File: src/rtl/gerador_reset_pkg.sv
// Shared state encoding, reset-cause codes and sizing helper for the reset generator.
// Constants only; no logic, no latency.
package gerador_reset_pkg;

    typedef logic [1:0] estado_t;

    localparam estado_t ST_ASSERT = 2'd0;
    localparam estado_t ST_HOLD   = 2'd1;
    localparam estado_t ST_RUN    = 2'd2;

    localparam logic [1:0] CAUSA_POR = 2'b00;
    localparam logic [1:0] CAUSA_SW  = 2'b01;
    localparam logic [1:0] CAUSA_WDT = 2'b10;

    function automatic int max_int(input int a, input int b);
        return (a > b) ? a : b;
    endfunction

endpackage

File: src/rtl/contador_wdt.sv
// Watchdog counter: counts while enabled, kick/clr restart it; expira flags the timeout edge.
// expira is combinational from kick so a kick on the timeout edge still wins; no backpressure.
module contador_wdt #(
    parameter int WDT_CYC = 1024
) (
    input  logic clk_A,
    input  logic nrst_in,
    input  logic en,
    input  logic kick,
    input  logic clr,
    output logic expira
);

    localparam int         W      = $clog2(WDT_CYC);
    localparam logic [W-1:0] LIMITE = W'(WDT_CYC - 1);

    logic [W-1:0] cnt_q;
    logic [W-1:0] cnt_d;

    always_comb begin
        cnt_d = cnt_q;
        if (clr || !en || kick) begin
            cnt_d = '0;
        end else if (cnt_q != LIMITE) begin
            cnt_d = cnt_q + 1'b1;
        end
    end

    assign expira = en && !kick && !clr && (cnt_q == LIMITE);

    always_ff @(posedge clk_A) begin
        if (!nrst_in) begin
            cnt_q <= '0;
        end else begin
            cnt_q <= cnt_d;
        end
    end

endmodule

File: src/rtl/gerador_reset.sv
// Reset generator: fixed-width nrst_out pulse on POR, software request or watchdog expiry, then hold-off.
// All outputs registered (one edge from sampled input); requests outside ST_RUN are dropped, never queued.
module gerador_reset
    import gerador_reset_pkg::*;
#(
    parameter int PULSE_CYC   = 16,
    parameter int HOLDOFF_CYC = 8,
    parameter int WDT_CYC     = 1024
) (
    input  logic       clk_A,
    input  logic       nrst_in,
    input  logic       req_sw,
    input  logic       wdt_en,
    input  logic       wdt_kick,
    output logic       nrst_out,
    output logic       rst_ack,
    output logic [1:0] causa
);

    localparam int            CW        = $clog2(max_int(PULSE_CYC, HOLDOFF_CYC));
    localparam logic [CW-1:0] FIM_PULSO = CW'(PULSE_CYC - 1);
    localparam logic [CW-1:0] FIM_HOLD  = CW'(HOLDOFF_CYC - 1);

    estado_t       estado_q, estado_d;
    logic [CW-1:0] cnt_q, cnt_d;
    logic [1:0]    causa_q, causa_d;
    logic          ack_q, ack_d;
    logic          nrst_out_q, nrst_out_d;
    logic          arranque_q;
    logic          expira;

    contador_wdt #(
        .WDT_CYC (WDT_CYC)
    ) u_wdt (
        .clk_A   (clk_A),
        .nrst_in (nrst_in),
        .en      (wdt_en),
        .kick    (wdt_kick),
        .clr     (estado_q != ST_RUN),
        .expira  (expira)
    );

    always_comb begin
        estado_d = estado_q;
        cnt_d    = cnt_q;
        causa_d  = causa_q;
        ack_d    = 1'b0;
        case (estado_q)
            ST_ASSERT: begin
                // The release edge after reset acts as the pulse start, so the counter holds there.
                if (req_sw || arranque_q) begin
                    cnt_d = '0;
                end else if (cnt_q == FIM_PULSO) begin
                    estado_d = ST_HOLD;
                    cnt_d    = '0;
                end else begin
                    cnt_d = cnt_q + 1'b1;
                end
            end
            ST_HOLD: begin
                if (cnt_q == FIM_HOLD) begin
                    estado_d = ST_RUN;
                    cnt_d    = '0;
                end else begin
                    cnt_d = cnt_q + 1'b1;
                end
            end
            ST_RUN: begin
                if (req_sw) begin
                    estado_d = ST_ASSERT;
                    cnt_d    = '0;
                    causa_d  = CAUSA_SW;
                    ack_d    = 1'b1;
                end else if (expira) begin
                    estado_d = ST_ASSERT;
                    cnt_d    = '0;
                    causa_d  = CAUSA_WDT;
                    ack_d    = 1'b1;
                end
            end
            default: begin
                estado_d = ST_ASSERT;
                cnt_d    = '0;
            end
        endcase
        nrst_out_d = (estado_d != ST_ASSERT);
    end

    always_ff @(posedge clk_A) begin
        if (!nrst_in) begin
            estado_q   <= ST_ASSERT;
            cnt_q      <= '0;
            causa_q    <= CAUSA_POR;
            ack_q      <= 1'b0;
            nrst_out_q <= 1'b0;
            arranque_q <= 1'b1;
        end else begin
            estado_q   <= estado_d;
            cnt_q      <= cnt_d;
            causa_q    <= causa_d;
            ack_q      <= ack_d;
            nrst_out_q <= nrst_out_d;
            arranque_q <= 1'b0;
        end
    end

    assign nrst_out = nrst_out_q;
    assign rst_ack  = ack_q;
    assign causa    = causa_q;

endmodule

File: config.mk
export PLATFORM = sky130hd
export DESIGN_NAME = gerador_reset
export DESIGN_NICKNAME = d
export VERILOG_FILES = /design/src/rtl/gerador_reset_pkg.sv /design/src/rtl/contador_wdt.sv /design/src/rtl/gerador_reset.sv
export SDC_FILE = /design/constraint.sdc
export NUM_CORES = 1
export LEC_CHECK = 0
export BUFFER_PORTS_ARGS = -buffer_cell sky130_fd_sc_hd__clkbuf_2
export CAP_MARGIN = 15
export CELL_PAD_IN_SITES_DETAIL_PLACEMENT = 1
export CELL_PAD_IN_SITES_GLOBAL_PLACEMENT = 2
export CORE_MARGIN = 2
export CORE_UTILIZATION = 33
export CTS_BUF_LIST = sky130_fd_sc_hd__clkbuf_4
export DETAILED_ROUTE_END_ITERATION = 6
export PLACE_DENSITY = 0.86
export SETUP_SLACK_MARGIN = 0.05
export SYNTH_ARGS = -nofsm -noshare
export SYNTH_HDL_FRONTEND = slang
export SYNTH_SLANG_ARGS = --single-unit
File: constraint.sdc
create_clock -name clk_A -period 1.5 [get_ports clk_A]
set_input_delay 0.3 -clock clk_A [delete_from_list [all_inputs] [get_ports clk_A]]
set_output_delay 0.3 -clock clk_A [all_outputs]
set_load 0.02 [all_outputs]
# == After elaboration in Yosys (flattened, before gate mapping) ==
# Index checks and enable logic that the tools add are counted.
# totals
regBits,21
word_cells,50
inputBits,5
output_inout_bits,4
# classes
n_addsub,2
reduce_logical,15
n_eq_ne,8
bitwise,1
n_mux,17
# op_table
op,n
2-to-1 mux 4 bit,5
2-to-1 mux 2 bit,7
case mux 4 bit (3 select lines),1
"adder 10 x 1 -> 10 bit, second input constant",1
"equality test 10 bit, second input constant",1
"inequality test 10 bit, second input constant",1
case mux 2 bit (3 select lines),1
"adder 4 x 1 -> 4 bit, second input constant",1
"equality test 4 x 3 -> 1 bit, second input constant",1
"equality test 4 bit, second input constant",1
AND reduction 2 bit,2
nonzero test 2 bit,2
logical AND 1 bit,3
zero test 1 bit,3
logical OR 1 bit,3
2-to-1 mux 1 bit,3
"inequality test 3 bit, second input constant",1
"equality test 2 x 1 -> 1 bit, second input constant",1
"equality test 2 bit, second input constant",1
zero test 2 bit,1
"inequality test 2 bit, second input constant",1
OR reduction 2 bit,1
NOT 1 bit,1

# == Depth between registers and ports, before layout ==
# Gate-level depths: netlist of the first run.
# depth
word_depth,8
ltp_mapped,6
depth_no_buf,5

# == By module ==
# Synthesis of the first run repeated with hierarchy kept, for this count alone.
# unflattened
cells_unflattened,111
hier_area_um2,993.5
# by_module_without_submodules
mod,area_each_um2,seq_area_each_um2,instances,cells_each
contador_wdt,519.2,200.2,1,57
gerador_reset,474.2,220.2,1,54

# == Worst setup path after synthesis of the first run ==
# No wires, ideal clock.
# synth_path
path_kind,flip-flop to flip-flop
from,register u_wdt.cnt_q[0]
to,register nrst_out_q (netlist: nrst_out)
t_required_ns,1.373
synth_period_minus_slack_ns,1.586
setup_slack_ns,-0.086
setup_ns,0.127
path_buffers,1
path_stages_with_launch,7
arrival_time_ns,1.459
cell_sequence,dfxtp_1 -> ha_1 -> and3_1 -> buf_6 -> nand4_4 -> and2_4 -> or3_1
# synth_between
elab_chain_cells,6
# synth_rtl
element,line_no,rtl
"start, declared",contador_wdt.sv:17,logic [W-1:0] cnt_q;
"start signal, assigned",contador_wdt.sv:35,cnt_q <= cnt_d;
equality test 10 bit,contador_wdt.sv:29,assign expira = en && !kick && !clr && (cnt_q == LIMITE);
logical AND 1 bit,contador_wdt.sv:29,
2-to-1 mux 2 bit,gerador_reset.sv:74,end else if (expira) begin
2-to-1 mux 2 bit,gerador_reset.sv:69,if (req_sw) begin
case mux 2 bit (3 select lines),gerador_reset.sv:48,case (estado_q)
nonzero test 2 bit,gerador_reset.sv:86,nrst_out_d = (estado_d != ST_ASSERT);
"end signal, assigned",gerador_reset.sv:102,nrst_out_q <= nrst_out_d;
"end, declared",gerador_reset.sv:28,"logic nrst_out_q, nrst_out_d;"
# No other way between the ends.
# A chain may end at the register's enable or synchronous reset.

# == Worst setup path in the final report of the first run ==
# Ends and elaborated chain as after synthesis.

==> results of run 1 <==
[power by group through the flow]
stage	clock network, mW	logic [mW]	registers (mW)
after floorplan	0	0.0134	0.575
after global placement	0	0.0252	0.576
after detailed placement	0	0.0263	0.576
after CTS	0.300	0.0264	0.564
after global routing	0.319	0.0307	0.561
final	0.279	0.0261	0.560
[layout by cell type, fill, tap and decap left out, types with 2 or more instances in the layout]
cell type	instances
nor2_1	13
a31oi_1	6
nand2b_1	3
dfxtp_1	18
inv_1	3
nand3_1	7
o2111ai_1	3
clkbuf_4	3
xnor2_1	2
dfxtp_4	2
o21ai_0	4
mux2i_1	2
buf_4	8
and3_4	2
and3_2	3
a21oi_1	3
nor3_1	6
nand4b_1	2
clkbuf_2	8
nand2_1	9
[logic make-up (layout without fill, tap and decap cells)]
logic type / after synthesis / count (layout) / share of synthesized area
flip-flops: 21 / 21 / 0.417
buffers and inverters: 7 / 23 / 0.0373
adder cells (fa/ha/maj): 2 / 2 / 0.0248
AND/OR/NAND/NOR: 56 / 56 / 0.313
AO/OA/AOI/OAI: 25 / 25 / 0.170
multiplexers: 2 / 2 / 0.0199
XOR/XNOR: 2 / 2 / 0.0174
[timing repair]
item                       4_1_cts  5_1_grt
gates resized for setup          1        8
pin swaps                        0        2
setup endpoints to repair        1        8
hold buffers                     0        0
setup buffers                    0        2
cloned                           0        0
[Yosys cell counts, types with 2 or more instances]
master	count
dfxtp_1	21
nor2_1	13
nand2_1	9
nand3_1	8
a31oi_1	6
nor3_1	6
o21ai_0	5
a21oi_1	3
and3_1	3
inv_1	3
nand2b_1	3
o2111ai_1	3
and3_2	2
clkbuf_1	2
ha_1	2
mux2i_1	2
nand4b_1	2
xnor2_1	2
[per-stage QoR]
step	setup WS [ns]	util	cell area, µm²
global route	0.0205	0.400	1190
floorplan	0.0510	-	1030
global placement	0.0919	0.379	1130
finish	0.109	0.400	1190
CTS	0.0641	0.388	1150
detailed placement	0.0197	0.379	1130
[flip-flops by register name, summed over array words and instances (netlist names)]
name	cells
cnt_q	4
arranque_q	1
estado_q	2
causa	2
u_wdt.cnt_q	10
nrst_out	1
rst_ack	1
[worst paths after layout]
kind	start	to	slack, ns
worst max-delay path	u_wdt.cnt_q[0]	nrst_out	0.11
worst min-delay path	nrst_in	arranque_q	0.26
worst max register to register	u_wdt.cnt_q[0]	nrst_out	0.11
worst min register to register	cnt_q[1]	cnt_q[1]	0.50
[per-layer routing]
metal / routed length [µm] / vias up / share of wire
met3: 59 / 2 / 0.023
met1: 1300 / 440 / 0.51
li1: - / 453 / -
met4: 19 / 0 / 0.0074
met2: 1190 / 14 / 0.46
met5: 0 / - / 0
[worst register-to-register path, cell delays in order, from the launching register on]
cell and delay, ns:
dfxtp_4 0.39, ha_4 0.15, and3_4 0.25, nand4_4 0.09, and2_4 0.15, or3_1 0.29
[layout make-up]
cell class | instances | share of cell area
flip-flops and latches | 21 | 0.360
multi-input cells | 87 | 0.489
clock inverters | 1 | 0.00420
well taps | 33 | 0.0346
clock buffers | 3 | 0.0189
repair buffers | 16 | 0.0839
inverters | 3 | 0.00944
==> out/results.txt, run 1 <==
initial DRC count: 36
CTS clk-pin slew, worst paths: 0.13 ns
DRC viols: 0
GR Layer Usage met3: 0.0328
# clock sinks: 21
PwrDens: 725 mW/mm²
core footprint: 0.00298 mm²
Max Freq: 0.719 GHz
CTS max path bufs: 2
IO Pins: 9
Worst path depth: 5
Switching Fraction: 0.230
P_leak: 0.467 nW
Mapped Nets: 122
multi-input logic area: 583 µm²
type of the worst setup path: reg -> reg
via count: 909
CTS tree: yes
Synth Register Bits: 21
ANT nets after route: 0
CP Launch Type: flip-flop
fill count: 363
initial antenna violation count: 0
Mapped Cells: 115
CP max stage delay: 0.39 ns
H-tree levels: 1
Placer Congestion: 0.742
Crit Path Max Fanout: 8
Reg area: 429 µm²
iteration count of the initial detailed-routing pass: 4
fin crit period: 1.39 ns
prevailing post-synth register cell: dfxtp_1
# port buffers: 8
top-area cell type share of the netlist area: 0.417
dpl cells: 158
TritonCTS buffer count: 3
Crit path buffers/inverters: 0
YS warnings: 0
met2 Use GR: 0.239
Synth area leader: dfxtp_1
DRT Wirelength: 2580 µm
max cap viols: 0
WL/cell: 15.7 µm
Rows: 20
Synth cell types: 38
Vias/cell: 5.54
RSZ-0062 raised after global routing: true
Slew headroom: 0.752
Pint: 0.666 mW
Min-Delay Path Class: in -> reg
largest net degree at the start of global routing: 13
hold depth: 2
GRT Residual Overflow: 0
Skew-Pair Late Insertion Delay: 0.31 ns
Non-Filler Instances: 164
first-pass GRT wire length: 4200 µm
share of layout cells above drive strength 1: 0.282
Tcrit/Tclk final: 0.928
Max Slew Vio Count: 0
Worst EP required: 1.71 ns
CP endpoint kind: flip-flop
hold_ws: 0.258 ns
total track usage: 0.160
NetSw: 0.199 mW
final hold vios: 0
EDFF count, synth: 0
Max stage delay cell, worst path: dfxtp_4
Most Used Layer, Global Route: met2
Synth area leaders: dfxtp_1 (42%), nor2_1 (4.8%), nand3_1 (4.0%)
R2R depth: 5
DIE WIDTH: 59.2 µm
hpwl dp: 1930 µm
diodes inserted: 0
nets: 139
die area: 0.00351 mm²
Reg power frac: 0.647
peak supply drop: 279 µV
Cell Area, Synth: 0.00101 mm²
Top delay family on crit path: simple AND/OR/NAND/NOR gates
register area share after synthesis: 0.417
Worst-Margin Slew: 0.369 ns
vias in the first global route: 870
Starting Density: 0.338
Logic pwr share: 0.030
met1 usage: 0.230
clock share of power: 0.322
Setup Viol. Count Final: 0
CTS root buf: clkbuf_4
Crit path arrival time: 1.60 ns
Async SR Flop Fraction: 0
status: completed
Layout area overhead: 18.4%
worst clock skew: 0.0167 ns
Tot Pwr: 0.865 mW
Cell Chain, Critical Path: ha_4 -> and3_4 -> nand4_4 -> and2_4 -> or3_1
final setup TNS: 0 ns
die height: 59.2 µm
Synth Area per Inst: 8.76 µm²
(Power assumes the default switching activity.)
==> run 2, diff against run 1 <==
--- a/config.mk
+++ b/config.mk
@@ -10,10 +10,10 @@
 export CELL_PAD_IN_SITES_DETAIL_PLACEMENT = 1
 export CELL_PAD_IN_SITES_GLOBAL_PLACEMENT = 2
 export CORE_MARGIN = 2
-export CORE_UTILIZATION = 33
-export CTS_BUF_LIST = sky130_fd_sc_hd__clkbuf_4
+export CORE_UTILIZATION = 31
+export CTS_BUF_LIST = sky130_fd_sc_hd__clkbuf_16
 export DETAILED_ROUTE_END_ITERATION = 6
-export PLACE_DENSITY = 0.86
+export PLACE_DENSITY = 0.83
 export SETUP_SLACK_MARGIN = 0.05
 export SYNTH_ARGS = -nofsm -noshare
 export SYNTH_HDL_FRONTEND = slang
==> out/results.txt, run 2 (same netlist as run 1, synthesis figures left out) <==
Tcrit/Tclk final: 1.04 (+0.110)
multi-input logic area: 586 µm² (+0.43%)
core footprint: 0.00308 mm² (+3.4%)
final instance area: 0.00129 mm² (+8.1%)
Reg area: 428 µm² (-0.29%)
Skew-Pair Late Insertion Delay: 0.25 ns (-0.06 ns)
share of layout cells above drive strength 1: 0.281 (-0.000961)
CTS max path bufs: 2 (unchanged)
Slew headroom: 0.731 (-0.0213)
Crit Path Max Fanout: 7 (-1)
CP max stage delay: 0.41 ns (+0.02 ns)
Non-Filler Instances: 179 (+9.1%)
biggest regs: u_wdt.cnt_q (10), cnt_q (4)
hpwl dp: 1820 µm (-5.6%)
initial DRC count: 13 (-64%)
ANT nets after route: 0 (unchanged)
Cell Area, Placed: 0.00113 mm² (+0.56%)
Max Freq: 0.643 GHz (-11%)
IO Pins: 9 (unchanged)
GRT Residual Overflow: 0 (unchanged)
Logic pwr share: 0.023 (-0.007)
setup slack after placement: 0.0556 ns (+0.0360 ns)
# port buffers: 8 (unchanged)
fin crit period: 1.56 ns (+0.165 ns)
initial antenna violation count: 0 (unchanged)
peak supply drop: 359 µV (+29%)
max cap viols: 0 (unchanged)
NetSw: 0.222 mW (+12%)
most frequent cells in the layout: dfxtp_1 (19), nor2_1 (13), buf_4 (12)
CTS root buf: clkbuf_16
Placer Congestion: 0.748 (+0.79%)
fill count: 376 (+3.6%)
Worst EP required: 1.63 ns (-0.08 ns)
vias in the first global route: 950 (+9.2%)
Largest register FFs: 10 (unchanged)
Cell Chain, Critical Path: ha_4 -> and3_4 -> and3_2 -> o311ai_1 -> nand2_1
final hold vios: 0 (unchanged)
iteration count of the initial detailed-routing pass: 4 (unchanged)
status: finished, violations left
# clock sinks: 21 (unchanged)
die height: 61 µm (+3.0%)
CTS clk-pin slew, worst paths: 0.06 ns (-0.07 ns)
violated checks: setup timing
total track usage: 0.160 (+0.000727)
die area: 0.00372 mm² (+6.0%)
dpl cells: 168 (+6.3%)
diodes inserted: 0 (unchanged)
commonest non-fill, non-tap cell in the layout: dfxtp_1
Biggest register: u_wdt.cnt_q
reg-to-reg slack, setup: -0.06 ns (-0.16 ns)
RSZ-0062 raised after global routing: true
TritonCTS buffer count: 3 (unchanged)
Min-Delay Path Class: in -> reg
DIE WIDTH: 61 µm (+3.0%)
Vias/cell: 5.30 (-4.3%)
Tot Pwr: 1.14 mW (+32%)
via count: 949 (+4.4%)
Rows: 20 (unchanged)
worst clock skew: 0.00395 ns (-0.0128 ns)
Switching Fraction: 0.194 (-0.0359)
Setup Viol. Count Final: 1 (+1)
Pint: 0.922 mW (+38%)
type of the worst setup path: reg -> reg
DRC viols: 0 (unchanged)
P_leak: 0.511 nW (+9.5%)
Final WS setup: -0.0562 ns (-0.165 ns)
CP endpoint kind: flip-flop
DRT Wirelength: 2730 µm (+6.1%)
final setup TNS: -0.0562 ns (-0.0562 ns)
CP Launch Type: flip-flop
largest net degree at the start of global routing: 12 (-1)
Max stage delay cell, worst path: o311ai_1
PwrDens: 888 mW/mm² (+22%)
nets: 143 (+2.9%)
Layout area overhead: 28.0%
CTS tree: yes
Crit path arrival time: 1.69 ns (+0.09 ns)
H-tree levels: 1 (unchanged)
Starting Density: 0.327 (-0.0110)
WL/cell: 15.3 µm (-2.8%)
Max Slew Vio Count: 0 (unchanged)
Worst-Margin Slew: 0.397 ns (+0.0282 ns)
first-pass GRT wire length: 4400 µm (+4.9%)
clock share of power: 0.487 (+0.165)
Reg power frac: 0.490 (-0.157)
[run 2: final timing paths]
| path | startpoint | to | depth (start not counted) |
|---|---|---|---|
| min reg2reg | causa[0] | causa[0] | 2 |
| min | nrst_in | arranque_q | 2 |
| max reg2reg | u_wdt.cnt_q[0] | u_wdt.cnt_q[5] | 5 |
| max | u_wdt.cnt_q[0] | u_wdt.cnt_q[5] | 5 |
[run 2: power groups by stage]
stage	registers (mW)	logic (mW)	clock network, mW
2_1_floorplan	0.575	0.0134	0
3_3_place_gp	0.575	0.0247	0
3_5_place_dp	0.576	0.0260	0
4_1_cts	0.563	0.0261	0.565
5_1_grt	0.561	0.0299	0.602
6_report	0.561	0.0262	0.557
[run 2: per-layer routing]
layer,global-route usage,wire (µm)
met5,0,0
met4,0.0528,36
met3,0.0362,87
met2,0.243,1290
met1,0.226,1320
[run 2: cell type report]
class | instances | share of cell area
repair buffers | 20 | 0.101
clock buffers | 3 | 0.0583
inverters | 3 | 0.00874
clock inverters | 1 | 0.00291
multi-input cells | 87 | 0.454
well taps | 44 | 0.0427
flip-flops and latches | 21 | 0.332
[run 2: repair_timing]
item                       in CTS  in global routing
buffers inserted                2                  5
hold buffers                    0                  0
setup endpoints to repair       2                  5
pin swaps                       0                  1
gates resized for setup         1                  6
[run 2: worst max-delay path, delay by kind of cell (launching register included)]
family / cells / cell delay (ns)
compound gates: 1 / 0.41
fa+ha+maj: 1 / 0.17
flops: 1 / 0.36
simple gates: 3 / 0.50
[run 2: through the flow]
step / hold WS, ns / util
5_1_grt: 0.330 / 0.419
3_5_place_dp: 0.479 / 0.368
6_report: 0.310 / 0.419
4_1_cts: 0.313 / 0.399
3_3_place_gp: 0.460 / 0.368
2_1_floorplan: 0.389 / -
==> run 3, diff against run 2 <==
--- a/config.mk
+++ b/config.mk
@@ -13,7 +13,7 @@
 export CORE_UTILIZATION = 31
 export CTS_BUF_LIST = sky130_fd_sc_hd__clkbuf_16
 export DETAILED_ROUTE_END_ITERATION = 6
-export PLACE_DENSITY = 0.83
+export PLACE_DENSITY_LB_ADDON = 0.3
 export SETUP_SLACK_MARGIN = 0.05
 export SYNTH_ARGS = -nofsm -noshare
 export SYNTH_HDL_FRONTEND = slang
==> out/results.txt, run 3 (same netlist as run 1, synthesis figures left out) <==
CTS tree: yes
dpl cells: 170 (+1.2%)
post-CTS setup buffers: 0 (-2)
Crit Path Max Fanout: 5 (-2)
WL/cell: 14.7 µm (-3.8%)
hpwl dp: 1800 µm (-1.2%)
Non-Filler Instances: 175 (-2.2%)
NetSw: 0.249 mW (+12%)
Largest register FFs: 10 (unchanged)
fin crit period: 1.39 ns (-0.163 ns)
# port buffers: 8 (unchanged)
CTS root buf: clkbuf_16
peak supply drop: 563 µV (+57%)
nets: 139 (-2.8%)
initial DRC count: 12 (-1)
CTS Hold Bufs: 0 (unchanged)
fill count: 373 (-0.80%)
Min-Delay Path Class: in -> reg
Worst EP required: 1.65 ns (+0.02 ns)
initial antenna violation count: 0 (unchanged)
hold_ws: 0.305 ns (-0.00434 ns)
CP max stage delay: 0.38 ns (-0.03 ns)
largest net degree at the start of global routing: 13 (+1)
Pint: 0.926 mW (+0.46%)
Reg power frac: 0.477 (-0.013)
CTS clk-pin slew, worst paths: 0.06 ns (about the same)
Placer Congestion: 0.737 (-1.5%)
PwrDens: 925 mW/mm² (+4.2%)
RSZ-0062 raised after global routing: false
Max Freq: 0.718 GHz (+12%)
share of layout cells above drive strength 1: 0.290 (+0.00859)
total track usage: 0.163 (+0.00248)
via count: 900 (-5.2%)
Skew-Pair Late Insertion Delay: 0.26 ns (about the same)
CP endpoint kind: flip-flop
final hold vios: 0 (unchanged)
fin util: 0.413 (-0.00610)
Cell Chain, Critical Path: ha_4 -> and3_4 -> nand4_4 -> and2_4 -> or3_1
iteration count of the initial detailed-routing pass: 4 (unchanged)
core footprint: 0.00308 mm² (unchanged)
IO Pins: 9 (unchanged)
Logic pwr share: 0.022 (about the same)
GRT Residual Overflow: 0 (unchanged)
diodes inserted: 0 (unchanged)
Starting Density: 0.327 (unchanged)
Rows: 20 (unchanged)
Switching Fraction: 0.212 (+0.0177)
Max stage delay cell, worst path: dfxtp_4
clock share of power: 0.501 (+0.014)
worst clock skew: 0.00416 ns (+0.000215 ns)
Crit path arrival time: 1.54 ns (-0.15 ns)
most frequent cells in the layout: dfxtp_1 (18), nor2_1 (13), nand2_1 (9)
die height: 61 µm (unchanged)
die area: 0.00372 mm² (unchanged)
biggest regs: u_wdt.cnt_q (10), cnt_q (4)
Slew headroom: 0.770 (+0.0390)
Vias/cell: 5.14 (-3.0%)
CP Launch Type: flip-flop
DRT Wirelength: 2570 µm (-5.9%)
vias in the first global route: 911 (-4.1%)
Max Slew Vio Count: 0 (unchanged)
TritonCTS buffer count: 3 (unchanged)
max cap viols: 0 (unchanged)
Setup Viol. Count Final: 0 (-1)
first-pass GRT wire length: 4240 µm (-3.8%)
Worst-Margin Slew: 0.344 ns (-0.0534 ns)
CTS max path bufs: 2 (unchanged)
Layout area overhead: 26.1%
P_leak: 0.488 nW (-4.4%)
type of the worst setup path: reg -> reg
H-tree levels: 1 (unchanged)
status: completed
ANT nets after route: 0 (unchanged)
# clock sinks: 21 (unchanged)
Tcrit/Tclk final: 0.929 (-0.108)
DRC viols: 0 (unchanged)
commonest non-fill, non-tap cell in the layout: dfxtp_1
DIE WIDTH: 61 µm (unchanged)
Biggest register: u_wdt.cnt_q
## run 3: cell types whose count changed in the layout (fill, tap and decap cells not counted), sizes merged
cell,previous run,this run
and3,6,7
buf,12,7
clkinv,0,1
inv,4,3
## run 3: repair_timing
item,4_1_cts,5_1_grt
pin swaps,0,1
cloned,0,1
setup endpoints to repair,1,7
gates resized for setup,1,9
## run 3: final timing paths
kind | start | cells after the start | slack [ns] | end
hold reg to reg | causa[0] | 2 | 0.49 | causa[0]
setup reg to reg | u_wdt.cnt_q[0] | 5 | 0.11 | nrst_out
hold / removal | nrst_in | 2 | 0.31 | arranque_q
setup / recovery | u_wdt.cnt_q[0] | 5 | 0.11 | nrst_out
## run 3: power groups by stage
stage	Clock [mW]	Sequential, mW	Combinational [mW]
3_3_place_gp	0	0.576	0.0246
2_1_floorplan	0	0.575	0.0134
5_1_grt	0.619	0.561	0.0302
4_1_cts	0.601	0.563	0.0260
6_report	0.589	0.560	0.0262
3_5_place_dp	0	0.576	0.0253
## run 3: worst max-delay path: cells and delay by family, from the launching register on
kind	cells	cell delay [ns]
adders and majority gates	1	0.15
DFF	1	0.38
and+or+nand+nor	4	0.75
## run 3: stage by stage
step	area (µm²)	setup TNS (ns)	setup slack (ns)	power (mW)
2_1_floorplan	1030	0	0.0510	0.588
3_3_place_gp	1150	0	0.0752	0.600
3_5_place_dp	1150	-0.0168	-0.0168	0.601
4_1_cts	1230	0	0.0540	1.19
5_1_grt	1270	0	0.0583	1.21
6_report	1270	0	0.106	1.18
## run 3: cell type report
cell class	instances	area (µm²)	share of cell area
repair buffers	15	92.6	0.0729
multi-input cells	88	602	0.474
inverters	3	11.3	0.00887
flip-flops and latches	21	429	0.338
clock buffers	3	75.1	0.0591
well taps	44	55.1	0.0433
clock inverters	1	5.00	0.00394
## run 3: layer usage
metal  global-route usage  wire (µm)
met5                    0          0
met4                0.102         68
met3               0.0512        106
met2                0.227       1090
met1                0.217       1310
